`src/rtl/wb_io_pkg.sv`:
```
// Shared definitions for the J1 I/O register block: register offsets,
// STATUS bit positions and the timer reset constants.
// Imported by io_timer and wb_io_regs.
package wb_io_pkg;

  // Word offsets decoded from the low address bits.
  typedef enum logic [2:0] {
    REG_LED       = 3'd0,
    REG_SW        = 3'd1,
    REG_TIMER     = 3'd2,
    REG_TIMER_CMP = 3'd3,
    REG_STATUS    = 3'd4,
    REG_IRQ_EN    = 3'd5,
    REG_RSVD6     = 3'd6,
    REG_RSVD7     = 3'd7
  } reg_off_e;

  // STATUS / IRQ_EN bit positions.
  localparam int ST_TMATCH = 0;
  localparam int ST_SWCHG  = 1;
  localparam int ST_W      = 2;

  // The timer is a fixed 16-bit counter matching the J1 cell width.
  localparam int            TW            = 16;
  localparam logic [TW-1:0] TIMER_CMP_RST = 16'hFFFF;

endpackage

```
`src/rtl/if_wb.sv`:
```
// Wishbone B4 pipelined-mode bus bundle.
// Ports: adr/cyc/stb/we/dat_i from the master; dat_o/ack/stall from the slave.
// dat_i carries write data into the slave, dat_o carries read data out.
interface if_wb #(
  parameter int AW = 16,
  parameter int DW = 16
);
  logic [AW-1:0] adr;
  logic          cyc;
  logic          stb;
  logic          we;
  logic [DW-1:0] dat_i;
  logic [DW-1:0] dat_o;
  logic          ack;
  logic          stall;

  modport slave (
    input  adr, cyc, stb, we, dat_i,
    output dat_o, ack, stall
  );

  modport master (
    output adr, cyc, stb, we, dat_i,
    input  dat_o, ack, stall
  );
endinterface

```
`src/rtl/io_timer.sv`:
```
// Purpose : prescaled free-running 16-bit timer with a compare register.
// Latency : TIMER/CMP update at the clock edge; match_o is combinational
//           and flags the edge on which TIMER will step onto CMP.
// Ports   : clk, reset (sync, active-high); wr_cmp_i/cmp_data_i load CMP;
//           timer_o/cmp_o current values; match_o increment-lands-on-CMP.
module io_timer
  import wb_io_pkg::*;
#(
  parameter int PRESCALE = 1
) (
  input  logic          clk,
  input  logic          reset,
  input  logic          wr_cmp_i,
  input  logic [TW-1:0] cmp_data_i,
  output logic [TW-1:0] timer_o,
  output logic [TW-1:0] cmp_o,
  output logic          match_o
);

  localparam int            PW       = (PRESCALE > 1) ? $clog2(PRESCALE) : 1;
  localparam logic [PW-1:0] PRE_LAST = PW'(PRESCALE - 1);

  logic [PW-1:0] pre_q, pre_d;
  logic [TW-1:0] timer_q, timer_d;
  logic [TW-1:0] cmp_q, cmp_d;
  logic [TW-1:0] timer_inc;
  logic          tick;

  // With PRESCALE=1 the prescaler sits at 0 and every cycle is a tick.
  assign tick      = (pre_q == PRE_LAST);
  assign timer_inc = timer_q + TW'(1);

  always_comb begin
    pre_d   = tick ? '0 : pre_q + PW'(1);
    timer_d = tick ? timer_inc : timer_q;
    cmp_d   = wr_cmp_i ? cmp_data_i : cmp_q;
  end

  // Compared against the CMP value held before the edge, so loading CMP with
  // the current TIMER value never raises a match by itself.
  assign match_o = tick & (timer_inc == cmp_q);

  always_ff @(posedge clk) begin
    if (reset) begin
      pre_q   <= '0;
      timer_q <= '0;
      cmp_q   <= TIMER_CMP_RST;
    end else begin
      pre_q   <= pre_d;
      timer_q <= timer_d;
      cmp_q   <= cmp_d;
    end
  end

  assign timer_o = timer_q;
  assign cmp_o   = cmp_q;

endmodule

```
`src/rtl/wb_io_regs.sv`:
```
// Purpose : Wishbone B4 pipelined I/O register slave (LED, SW, timer, STATUS/IRQ).
// Latency : ack and read data one cycle after accept; back-to-back at WAIT_STATES=0.
// Backpres: stall held for WAIT_STATES cycles of each request; dropping cyc clears it.
// Ports   : clk, reset (sync, active-high); wb slave modport; sw async switch
//           inputs; led register; irq = registered |(STATUS & IRQ_EN).
module wb_io_regs
  import wb_io_pkg::*;
#(
  parameter int DW          = 16,
  parameter int AW          = 16,
  parameter int RAW         = 3,
  parameter int LED_W       = 8,
  parameter int SW_W        = 8,
  parameter int PRESCALE    = 1,
  parameter int WAIT_STATES = 0
) (
  input  logic             clk,
  input  logic             reset,
  if_wb.slave              wb,
  input  logic [SW_W-1:0]  sw,
  output logic [LED_W-1:0] led,
  output logic             irq
);

  // Bus handshake
  logic           req;
  logic           stall;
  logic           accept;
  logic           wr;
  logic [RAW-1:0] off;
  logic [3:0]     wcnt_q, wcnt_d;
  logic           ack_q;
  logic [DW-1:0]  dat_q, dat_d;
  logic [DW-1:0]  rd_data;

  // Register state
  logic [LED_W-1:0] led_q, led_d;
  logic [SW_W-1:0]  sw_meta_q, sw_sync_q, sw_prev_q;
  logic [ST_W-1:0]  status_q, status_d;
  logic [ST_W-1:0]  st_set, st_clr;
  logic [1:0]       irq_en_q, irq_en_d;
  logic             irq_q;

  // Timer
  logic [TW-1:0] timer;
  logic [TW-1:0] cmp;
  logic          tmatch;
  logic          wr_cmp;

  logic unused_adr;
  assign unused_adr = ^wb.adr[AW-1:RAW];

  assign req    = wb.cyc & wb.stb;
  assign off    = wb.adr[RAW-1:0];
  assign accept = req & ~stall;
  assign wr     = accept & wb.we;
  assign wr_cmp = wr & (off == RAW'(REG_TIMER_CMP));

  if (WAIT_STATES == 0) begin : g_nowait
    assign stall = 1'b0;
  end else begin : g_wait
    assign stall = req & (wcnt_q < 4'(WAIT_STATES));
  end

  // Wait counter restarts for every new request and whenever the master
  // withdraws, so a dropped request leaves nothing behind.
  always_comb begin
    wcnt_d = wcnt_q;
    if (!req || accept) begin
      wcnt_d = '0;
    end else if (stall) begin
      wcnt_d = wcnt_q + 4'd1;
    end
  end

  // Read mux: values as they stand before the accepting edge.
  always_comb begin
    rd_data = '0;
    case (off)
      RAW'(REG_LED):       rd_data = DW'(led_q);
      RAW'(REG_SW):        rd_data = DW'(sw_sync_q);
      RAW'(REG_TIMER):     rd_data = DW'(timer);
      RAW'(REG_TIMER_CMP): rd_data = DW'(cmp);
      RAW'(REG_STATUS):    rd_data = DW'(status_q);
      RAW'(REG_IRQ_EN):    rd_data = DW'(irq_en_q);
      default:             rd_data = '0;
    endcase
  end

  // dat_o is only non-zero in the ack cycle of a read.
  assign dat_d = (accept && !wb.we) ? rd_data : '0;

  always_comb begin
    led_d    = led_q;
    irq_en_d = irq_en_q;
    if (wr && off == RAW'(REG_LED)) begin
      led_d = wb.dat_i[LED_W-1:0];
    end
    if (wr && off == RAW'(REG_IRQ_EN)) begin
      irq_en_d = wb.dat_i[1:0];
    end
  end

  // STATUS is write-1-to-clear; a new event in the same cycle as its clear
  // takes priority so the event is never lost.
  always_comb begin
    st_set            = '0;
    st_set[ST_TMATCH] = tmatch;
    st_set[ST_SWCHG]  = (sw_sync_q != sw_prev_q);
    st_clr            = (wr && off == RAW'(REG_STATUS)) ? wb.dat_i[ST_W-1:0] : '0;
    status_d          = (status_q & ~st_clr) | st_set;
  end

  always_ff @(posedge clk) begin
    if (reset) begin
      wcnt_q    <= '0;
      ack_q     <= 1'b0;
      dat_q     <= '0;
      led_q     <= '0;
      sw_meta_q <= '0;
      sw_sync_q <= '0;
      sw_prev_q <= '0;
      status_q  <= '0;
      irq_en_q  <= '0;
      irq_q     <= 1'b0;
    end else begin
      wcnt_q    <= wcnt_d;
      ack_q     <= accept;
      dat_q     <= dat_d;
      led_q     <= led_d;
      sw_meta_q <= sw;
      sw_sync_q <= sw_meta_q;
      sw_prev_q <= sw_sync_q;
      status_q  <= status_d;
      irq_en_q  <= irq_en_d;
      irq_q     <= |(status_q & irq_en_q);
    end
  end

  io_timer #(
    .PRESCALE (PRESCALE)
  ) u_timer (
    .clk        (clk),
    .reset      (reset),
    .wr_cmp_i   (wr_cmp),
    .cmp_data_i (wb.dat_i[TW-1:0]),
    .timer_o    (timer),
    .cmp_o      (cmp),
    .match_o    (tmatch)
  );

  assign wb.ack   = ack_q;
  assign wb.dat_o = dat_q;
  assign wb.stall = stall;
  assign led      = led_q;
  assign irq      = irq_q;

endmodule
```
`src/flat_wrapper.sv`:
```
// flat-port wrapper written by rule: the top's interface ports become plain ports
module wb_io_regs_flat import wb_io_pkg::*;
#(
  parameter int DW          = 16,
  parameter int AW          = 16,
  parameter int RAW         = 3,
  parameter int LED_W       = 8,
  parameter int SW_W        = 8,
  parameter int PRESCALE    = 1,
  parameter int WAIT_STATES = 0
)
  (clk, reset, sw, led, irq, wb_adr, wb_cyc, wb_stb, wb_we, wb_dat_i, wb_dat_o, wb_ack, wb_stall);
  if_wb #(.AW(AW), .DW(DW)) wb_i ();
  input  logic clk;
  input  logic reset;
  input  logic [SW_W-1:0] sw;
  output logic [LED_W-1:0] led;
  output logic irq;
  input wire logic [$bits(wb_i.adr)-1:0] wb_adr;
  input wire logic [$bits(wb_i.cyc)-1:0] wb_cyc;
  input wire logic [$bits(wb_i.stb)-1:0] wb_stb;
  input wire logic [$bits(wb_i.we)-1:0] wb_we;
  input wire logic [$bits(wb_i.dat_i)-1:0] wb_dat_i;
  output wire logic [$bits(wb_i.dat_o)-1:0] wb_dat_o;
  output wire logic [$bits(wb_i.ack)-1:0] wb_ack;
  output wire logic [$bits(wb_i.stall)-1:0] wb_stall;
  assign wb_i.adr = wb_adr;
  assign wb_i.cyc = wb_cyc;
  assign wb_i.stb = wb_stb;
  assign wb_i.we = wb_we;
  assign wb_i.dat_i = wb_dat_i;
  assign wb_dat_o = wb_i.dat_o;
  assign wb_ack = wb_i.ack;
  assign wb_stall = wb_i.stall;
  wb_io_regs #(.DW(DW), .AW(AW), .RAW(RAW), .LED_W(LED_W), .SW_W(SW_W), .PRESCALE(PRESCALE), .WAIT_STATES(WAIT_STATES)) u_core (.clk(clk), .reset(reset), .wb(wb_i), .sw(sw), .led(led), .irq(irq));
endmodule
```
`config.mk`:
```
export PLATFORM = sky130hd
export DESIGN_NAME = wb_io_regs_flat
export DESIGN_NICKNAME = d
export VERILOG_FILES = /design/src/rtl/wb_io_pkg.sv /design/src/rtl/if_wb.sv /design/src/rtl/io_timer.sv /design/src/rtl/wb_io_regs.sv /design/src/flat_wrapper.sv
export SDC_FILE = /design/constraint.sdc
export NUM_CORES = 1
export LEC_CHECK = 0
export ABC_CLOCK_PERIOD_IN_PS = 3500
export BUFFER_PORTS_ARGS = -buffer_cell sky130_fd_sc_hd__buf_2
export CORE_MARGIN = 5
export CORE_UTILIZATION = 40
export DETAILED_ROUTE_END_ITERATION = 7
export GPL_ROUTABILITY_DRIVEN = 0
export PLACE_DENSITY = 0.58
export SYNTH_ARGS = -nofsm -noshare
export SYNTH_HDL_FRONTEND = slang
export SYNTH_SLANG_ARGS = --single-unit
```
`constraint.sdc`:
```
create_clock -name clk -period 3.5 [get_ports clk]
set_clock_uncertainty 0.1 [all_clocks]
set_input_delay 0.35 -clock clk [delete_from_list [all_inputs] [get_ports clk]]
set_output_delay 0.35 -clock clk [all_outputs]
set_load 0.01 [all_outputs]
```
---- Word-level counts from Yosys, hierarchy flattened ----
Cells that the tools add are included.
cells by class
  multiply operators ...................... 0
  muxes and demuxes ....................... 2
  bitwise logic cells ..................... 10
  $add $sub $neg .......................... 2
  order comparisons ....................... 0
  reductions and logical operators ........ 9
  shifts and indexed selects .............. 0
  divide/modulo/power cells ............... 0
  equal/unequal tests ..................... 7
operator list
  kind                                           count
  case mux 16 bit (6 select lines)               1
  adder 16 x 1 -> 16 bit, second input constant  1
  == test 16 bit                                 1
  inequality test 8 bit                          1
  == test 3 x 2 -> 1 bit, second input constant  2
  == test 3 bit, second input constant           2
  OR reduction 2 bit                             3
  AND 1 bit                                      4
  AND 2 bit                                      2
  logical AND 1 bit                              4
  == test 3 x 1 -> 1 bit, second input constant  1
  logical NOT 3 bit                              1
  two-way mux 2 bit                              1
  inverter 1 bit                                 2
  inverter 2 bit                                 1
  bitwise OR 2 bit                               1
  adder 1 bit, second input constant             1
  logical NOT 1 bit                              1
word-level totals
  memory bits (writable) .................. 0
  logic and storage cells ................. 42
  bits in read-only memories .............. 0
  flip-flop bits (word level) ............. 87
  input bits .............................. 45
  memories kept ........................... 0
  output and inout bits ................... 27
  latch bits .............................. 0

---- Longest topological paths before layout ----
Gate-level depths: netlist (run 1).
  depth after elaboration ................. 7
  depth in mapped cells ................... 8
  depth with buffers taken out ............ 7

---- Cells and area by module ----
From an unflattened synthesis (run 1), not the netlist that was laid out.
second synthesis, totals
  cells, all modules ...................... 380
  area, all modules ....................... 3851.2 um2
by module, submodules not included
  module      cells each  area each (um2)  times used  sequential area each (um2)
  wb_io_regs  184         2053.2           1           1081.0
  io_timer    196         1798.0           1           660.6

---- Least setup slack after synthesis (run 1) ----
No wires, ideal clock.
  path kind ............................... reg2reg
  start ................................... register u_core.u_timer.timer_q[3], in the netlist u_core.u_timer.timer_o[3]
  end ..................................... register u_core.status_q[0]
  slack ................................... 1.140 ns
  path buffers ............................ 2
  arrival time ............................ 2.192 ns
  stages on the path, launching flop included .. 8
  required time ........................... 3.331 ns
  library setup time ...................... 0.069 ns
  period minus slack after synthesis ...... 2.360 ns
  cell sequence ........................... dfxtp_1 buf_2 nand3_2 or4_1 clkbuf_2 or4_1 a2111o_1 o21ai_1
between the ends
  longest elaborated chain between the ends .. 4
RTL lines
  element                 RTL line           source
  from (decl)             io_timer.sv:24     logic [TW-1:0] timer_q, timer_d;
  from (signal assigned)  io_timer.sv:50     timer_q <= timer_d;
  adder 16 x 1 -> 16 bit  io_timer.sv:31     assign timer_inc = timer_q + TW'(1);
  == test 16 bit          io_timer.sv:41     assign match_o = tick & (timer_inc == cmp_q);
  AND 1 bit               io_timer.sv:41
  bitwise OR 2 bit        wb_io_regs.sv:111  status_d = (status_q & ~st_clr) | st_set;
  to (signal assigned)    wb_io_regs.sv:134  status_q <= status_d;
  to (decl)               wb_io_regs.sv:39   logic [ST_W-1:0] status_q, status_d;
Every way passes these cells.
A chain may end at the register's enable or synchronous reset.

---- Worst setup path in the final report (run 1) ----
  start ................................... register u_core.u_timer.timer_q[0], in the netlist u_core.u_timer.timer_o[0]
  end ..................................... register u_core.status_q[0]
The elaborated chain is that of the path after synthesis.

==> results_dict.tcl, run 1 <==
set metrics [dict create \
    status "finished clean" \
    synth_seq_area_share 0.468 \
    finalCriticalPeriod_ns 2.62 \
    vias_per_cell 5.02 \
    boundaryPins 72 \
    maxSlewHeadroom 0.615 \
    grt_pass1_wl_microns 13300 \
    rsz0062_at_grt "false" \
    synthArstFlopShare 0 \
    nFillCells 866 \
    numCtsBuffers 9 \
    die_area_sq_um 11300 \
    use_met1 0.217 \
    cts_root_buf "clkbuf_8" \
    fmax_mhz 381 \
    met3_usage 0.0376 \
    worst-slew-pin-transition_ns 0.578 \
    synth-edff-count 0 \
    io_buffers 57 \
    grt_max_degree 57 \
    leakage_nw 1.68 \
    worstPathRequired_ns 3.69 \
    cts.clk_slew.worst_paths_ns 0.09 \
    power_mw 1.86 \
    crit_type "reg -> reg" \
    finalCritPeriodShare 0.750 \
    vias 2765 \
    grt_antenna_before_repair 0 \
    gr-total-overflow 0 \
    drt_iter0_drc 146 \
    ant_nets 0 \
    clk_path_buf_depth 2 \
    cts_setup_buffers 0 \
    setup_viol 0 \
    ctsHoldBuffers 0 \
    cts_htree_levels 3 \
    die_x_microns 106 \
    grt_use_total 0.149 \
    yosys-top-cells-area "dfxtp_1, nor2b_1, mux2i_1" \
    slew_violations 0 \
    synth.avg_cell_area_sq_um 9.40 \
    layout.nets 481 \
    crit_fanout 7 \
    synth_area_sq_um 3720 \
    hold_violations 0 \
    met2_usage 0.219 \
    end_kind "register" \
    drv_cap 0 \
    irDropWorstVdd_uv 292 \
    synthDistinctLibCells 41 \
    syn2layout_area_growth_pct 14.0 \
    final_layout_size_suffix_gt1_frac 0.186 \
    core_area_sq_um 9150 \
    diodes 0 \
    ys_ff_latch 87 \
    cts_tree "done" \
    startpoint_type "register" \
    yosys_warnings 0 \
    dieHeight_microns 106 \
    cts-resized-gates 0 \
    min_path_type "in -> reg" \
    grt_pass1_vias 2547 \
    hpwlAfterDp_microns 5770 \
    synth_ff_type "dfxtp_1" \
    drc_errors 0 \
    firstDrtPassIters 5 \
    yosysMostFrequentCell "dfxtp_1" \
    clk-insertion-delay-late_ns 0.35 \
    fin_hold_ws_ns 0.100 \
    busiest_layer "met2" \
    wl_per_cell_microns 14.7 \
    synth_top_area_frac 0.468 \
    row_count 35 \
    tns_ns 0 \
    ys_top_cells_by_count "dfxtp_1, nor2_1, nor2b_1, clkbuf_1" \
    powerDensity_nw_per_um2 438 \
    cts_sinks 87 \
    start_util 0.407 \
    crit_arrival_ns 2.81 \
    netlist_instances 396 \
    synth_top_cell_by_area "dfxtp_1" \
    totalWireLength_microns 8110 \
    utilization 0.463 \
]
-- critical path: stages, from the launching register on --
cell	delay, ns
dfxtp_1	0.45
nand2_1	0.20
or4_1	0.67
or4_1	0.55
a2111o_1	0.44
o21ai_1	0.14
-- metal layers --
metal  share of wire  wire length (microns)
met2            0.45                   3630
met4          0.0080                     65
met5               0                      0
met3           0.039                    316
met1            0.51                   4100
-- where the power goes --
part | switching [mW] | total (mW) | leakage [nW] | internal, mW
Clock | 0.381 | 0.719 | 0.101 | 0.338
Sequential | 0.0154 | 1.02 | 0.707 | 1.01
Combinational | 0.0613 | 0.113 | 0.869 | 0.0517
-- sequential cells by signal, summed over array words and instances, names as in the netlist --
signal                  cells
u_core.led                  8
u_core.sw_prev_q            8
u_core.wb.ack               1
u_core.irq                  1
u_core.sw_sync_q            8
u_core.irq_en_q             2
u_core.sw_meta_q            8
u_core.wb.dat_o            16
u_core.status_q             2
u_core.u_timer.cmp_o       16
u_core.u_timer.pre_q        1
u_core.u_timer.timer_o     16
-- per-stage QoR --
stage               instance area (sq um)  setup WS [ns]  std cells
CTS                                  4240          0.890        551
global placement                     4040          0.956        535
floorplan                            3720           1.14        397
detailed placement                   4040          0.932        535
finish                               4240          0.876        551
global route                         4240          0.756        551
-- layout make-up --
class	count	area [sq um]	area share
repair buffers	60	308	0.0726
clock inverters	7	77.6	0.0183
flip-flops and latches	87	1740	0.411
well taps	111	139	0.0328
clock buffers	9	124	0.0292
multi-input cells	275	1840	0.435
inverters	2	7.51	0.00177
-- layout by cell type (no fill, tap or decap), types with 9 or more instances in the layout --
cell      netlist  routed
dfxtp_1        87      87
buf_2           2      57
nor2_1         46      46
nor2b_1        43      42
mux2i_1        23      23
xnor2_1        23      23
xor2_1         19      19
nand2_1        16      16
nor3_1         16      16
a211o_1        16      16
a22oi_1        11      11
clkbuf_8        0       9
-- final timing paths --
check / from / endpoint / slack (ns) / cells past startpoint
worst max-delay path: u_core.u_timer.timer_o[0]$_SDFFE_PP0N_ / u_core.status_q[0]$_SDFF_PP0_ / 0.88 / 5
worst min-delay path: sw[1] / u_core.sw_meta_q[1]$_SDFF_PP0_ / 0.10 / 2
worst max register to register: u_core.u_timer.timer_o[0]$_SDFFE_PP0N_ / u_core.status_q[0]$_SDFF_PP0_ / 0.88 / 5
worst min register to register: u_core.sw_meta_q[0]$_SDFF_PP0_ / u_core.sw_sync_q[0]$_SDFF_PP0_ / 0.34 / 1
-- logic make-up (layout without fill, tap and decap cells) --
family,count (synthesis),after routing,synth area share
flops,87,87,0.468
xor+xnor,42,42,0.0989
simple gates,154,154,0.215
fa+ha+maj,1,1,0.00336
compound gates,49,49,0.0989
mux,27,27,0.0770
other cells,1,2,0.00101
buf+inv,35,78,0.0383
Note: power is estimated with default switching activity, not from simulation.
==> run 2: changes to the inputs <==
- ABC_AREA: unset -> 1
- ABC_CLOCK_PERIOD_IN_PS: 3500 -> 2570
- clock period: 3.5 -> 2.57 ns (I/O delays scaled with it)
==> results_dict.tcl, run 2 <==
set metrics [dict create \
    grt_max_degree 35 \
    rsz0062_at_grt "false" \
    cts-resized-gates 0 \
    yosys-top-cells-area "dfxtp_1, nand2_1, inv_1" \
    grt_pass1_wl_microns 15700 \
    slew_violations 0 \
    io_buffers 57 \
    drv_cap 0 \
    powerDensity_nw_per_um2 575 \
    cts_tree "done" \
    min_path_type "in -> reg" \
    synth_seq_area_share 0.453 \
    pwr-share-comb 0.089 \
    ys_ff_latch 87 \
    diodes 0 \
    reg2reg_from "u_core.u_timer.timer_o[0]$_SDFFE_PP0N_" \
    ys_top_cells_by_count "nand2_1, dfxtp_1, inv_1, nor2_1" \
    hold_violations 0 \
    cts_setup_buffers 0 \
    yosysMostFrequentCell "nand2_1" \
    startpoint_type "register" \
    drc_errors 0 \
    totalWireLength_microns 9640 \
    finalCritPeriodShare 0.802 \
    ant_nets 0 \
    syn2layout_area_growth_pct 18.9 \
    clk-insertion-delay-late_ns 0.37 \
    final_cell_mix "nand2_1, dfxtp_1, inv_1, nor2_1, buf_2" \
    grt_antenna_before_repair 0 \
    yosys_warnings 0 \
    ff2ff_path_depth 11 \
    swShare 0.289 \
    tns_ns 0 \
    layout.nets 633 \
    dieHeight_microns 108 \
    cts.clk_slew.worst_paths_ns 0.10 \
    worstPathRequired_ns 2.78 \
    cts_sinks 87 \
    numCtsBuffers 9 \
    startpoint "u_core.u_timer.timer_o[0]$_SDFFE_PP0N_" \
    internal_power_mw 1.87 \
    synthArstFlopShare 0 \
    die_area_sq_um 11700 \
    fin_hold_ws_ns 0.00801 \
    synth_area_sq_um 3840 \
    worst-slew-pin-transition_ns 0.658 \
    synthDistinctLibCells 34 \
    vias_per_cell 4.84 \
    r2r_setup_slack_ns 0.51 \
    cts_root_buf "clkbuf_8" \
    hpwlAfterDp_microns 7010 \
    nFillCells 955 \
    setup_viol 0 \
    maxSlewHeadroom 0.560 \
    synth_top_area_frac 0.453 \
    seq_power_share 0.544 \
    drt_iter0_drc 128 \
    ctsHoldBuffers 10 \
    crit_fanout 6 \
    synth_ff_type "dfxtp_1" \
    finalCriticalPeriod_ns 2.06 \
    row_count 35 \
    crit_arrival_ns 2.27 \
    irDropWorstVdd_uv 302 \
    clk_path_buf_depth 2 \
    core_area_sq_um 9280 \
    grt_use_total 0.171 \
    vias 3492 \
    cts_htree_levels 3 \
    status "finished clean" \
    multiInputGateArea_sq_um 1720 \
    firstDrtPassIters 4 \
    mostFrequentLayoutCell "nand2_1" \
    final_layout_size_suffix_gt1_frac 0.186 \
    gr-total-overflow 0 \
    synth.avg_cell_area_sq_um 7.42 \
    start_util 0.414 \
    die_x_microns 108 \
    end_kind "register" \
    crit_end "u_core.status_q[0]$_SDFF_PP0_" \
    fmax_mhz 485 \
    leakage_nw 2.13 \
    grt_pass1_vias 3252 \
    synth-edff-count 0 \
    wl_per_cell_microns 13.4 \
    crit_type "reg -> reg" \
    synth_top_cell_by_area "dfxtp_1" \
    regArea_sq_um 1740 \
    worst_r2r_endpoint "u_core.status_q[0]$_SDFF_PP0_" \
    boundaryPins 72 \
    p_sw_uw 759 \
    netlist_instances 518 \
    p_clk_frac 0.367 \
]
[run 2: changes by cell type after synthesis, moves of 18 or more]
cell,change
mux2i_1,-23
nand2_1,+77
inv_1,+74
o21ai_0,+23
nand3_1,+22
xnor2_1,-18
nor2b_1,-43
nor2_1,+24
o211ai_1,+19
[run 2: worst min path at each step]
stage,startpoint,depth (start not counted),to
after CTS,wb_dat_i[12],3,u_core.u_timer.cmp_o[12]$_SDFFE_PP1P_
after floorplan,sw[0],2,u_core.sw_meta_q[0]$_SDFF_PP0_
final,wb_dat_i[14],3,u_core.u_timer.cmp_o[14]$_SDFFE_PP1P_
after global placement,u_core.sw_meta_q[2]$_SDFF_PP0_,2,u_core.sw_sync_q[2]$_SDFF_PP0_
after global routing,wb_dat_i[14],3,u_core.u_timer.cmp_o[14]$_SDFFE_PP1P_
after detailed placement,u_core.sw_meta_q[2]$_SDFF_PP0_,2,u_core.sw_sync_q[2]$_SDFF_PP0_
[run 2: cells by family (layout without fill, tap and decap cells)]
kind of cell,Yosys count,in the layout,synth area share
compound gates,91,91,0.148
xor+xnor,11,11,0.0287
fa+ha+maj,1,1,0.00326
buf+inv,99,172,0.0996
flops,87,87,0.453
other cells,1,2,0.000976
simple gates,228,228,0.266
[run 2: final cells by class]
| type | count | area share |
|---|---|---|
| Clock buffer | 9 | 0.0271 |
| Clock inverter | 7 | 0.0153 |
| Inverter | 82 | 0.0679 |
| Multi-Input combinational cell | 333 | 0.377 |
| Sequential cell | 87 | 0.381 |
| Tap cell | 129 | 0.0353 |
| Timing Repair Buffer | 74 | 0.0958 |
[run 2: metal layers]
| metal | up-vias | global-route usage | part of all wire |
|---|---|---|---|
| met5 | - | 0 | 0 |
| met1 | 1598 | 0.237 | 0.50 |
| met2 | 71 | 0.269 | 0.44 |
| met3 | 15 | 0.0340 | 0.046 |
| li1 | 1808 | - | - |
| met4 | 0 | 0.0514 | 0.013 |
[run 2: critical path: stages (launching register included)]
cell and delay, ns:
dfxtp_1 0.48, ha_1 0.27, nand3_1 0.16, nor2_2 0.23, nand2_1 0.10, nand3_1 0.09
nand2_1 0.05, nor2_1 0.12, nand3_1 0.10, nor2_1 0.10, nand2_1 0.09, a21oi_2 0.11
[run 2: per-stage QoR]
step	area, sq um	total power, mW	std cells	utilization	worst slack, ns
6_report	4570	2.63	721	0.492	0.509
5_1_grt	4570	2.75	721	0.492	0.347
4_1_cts	4570	2.66	721	0.492	0.496
3_5_place_dp	4280	1.68	695	0.461	0.526
3_3_place_gp	4280	1.68	695	0.461	0.587
2_1_floorplan	3850	1.60	519	-	0.861
[run 2: power by group through the flow]
stage | combinational, mW | sequential (mW) | clock, mW
3_3_place_gp | 0.219 | 1.46 | 0
2_1_floorplan | 0.155 | 1.45 | 0
5_1_grt | 0.267 | 1.44 | 1.05
3_5_place_dp | 0.223 | 1.46 | 0
4_1_cts | 0.236 | 1.43 | 0.991
6_report | 0.234 | 1.43 | 0.964
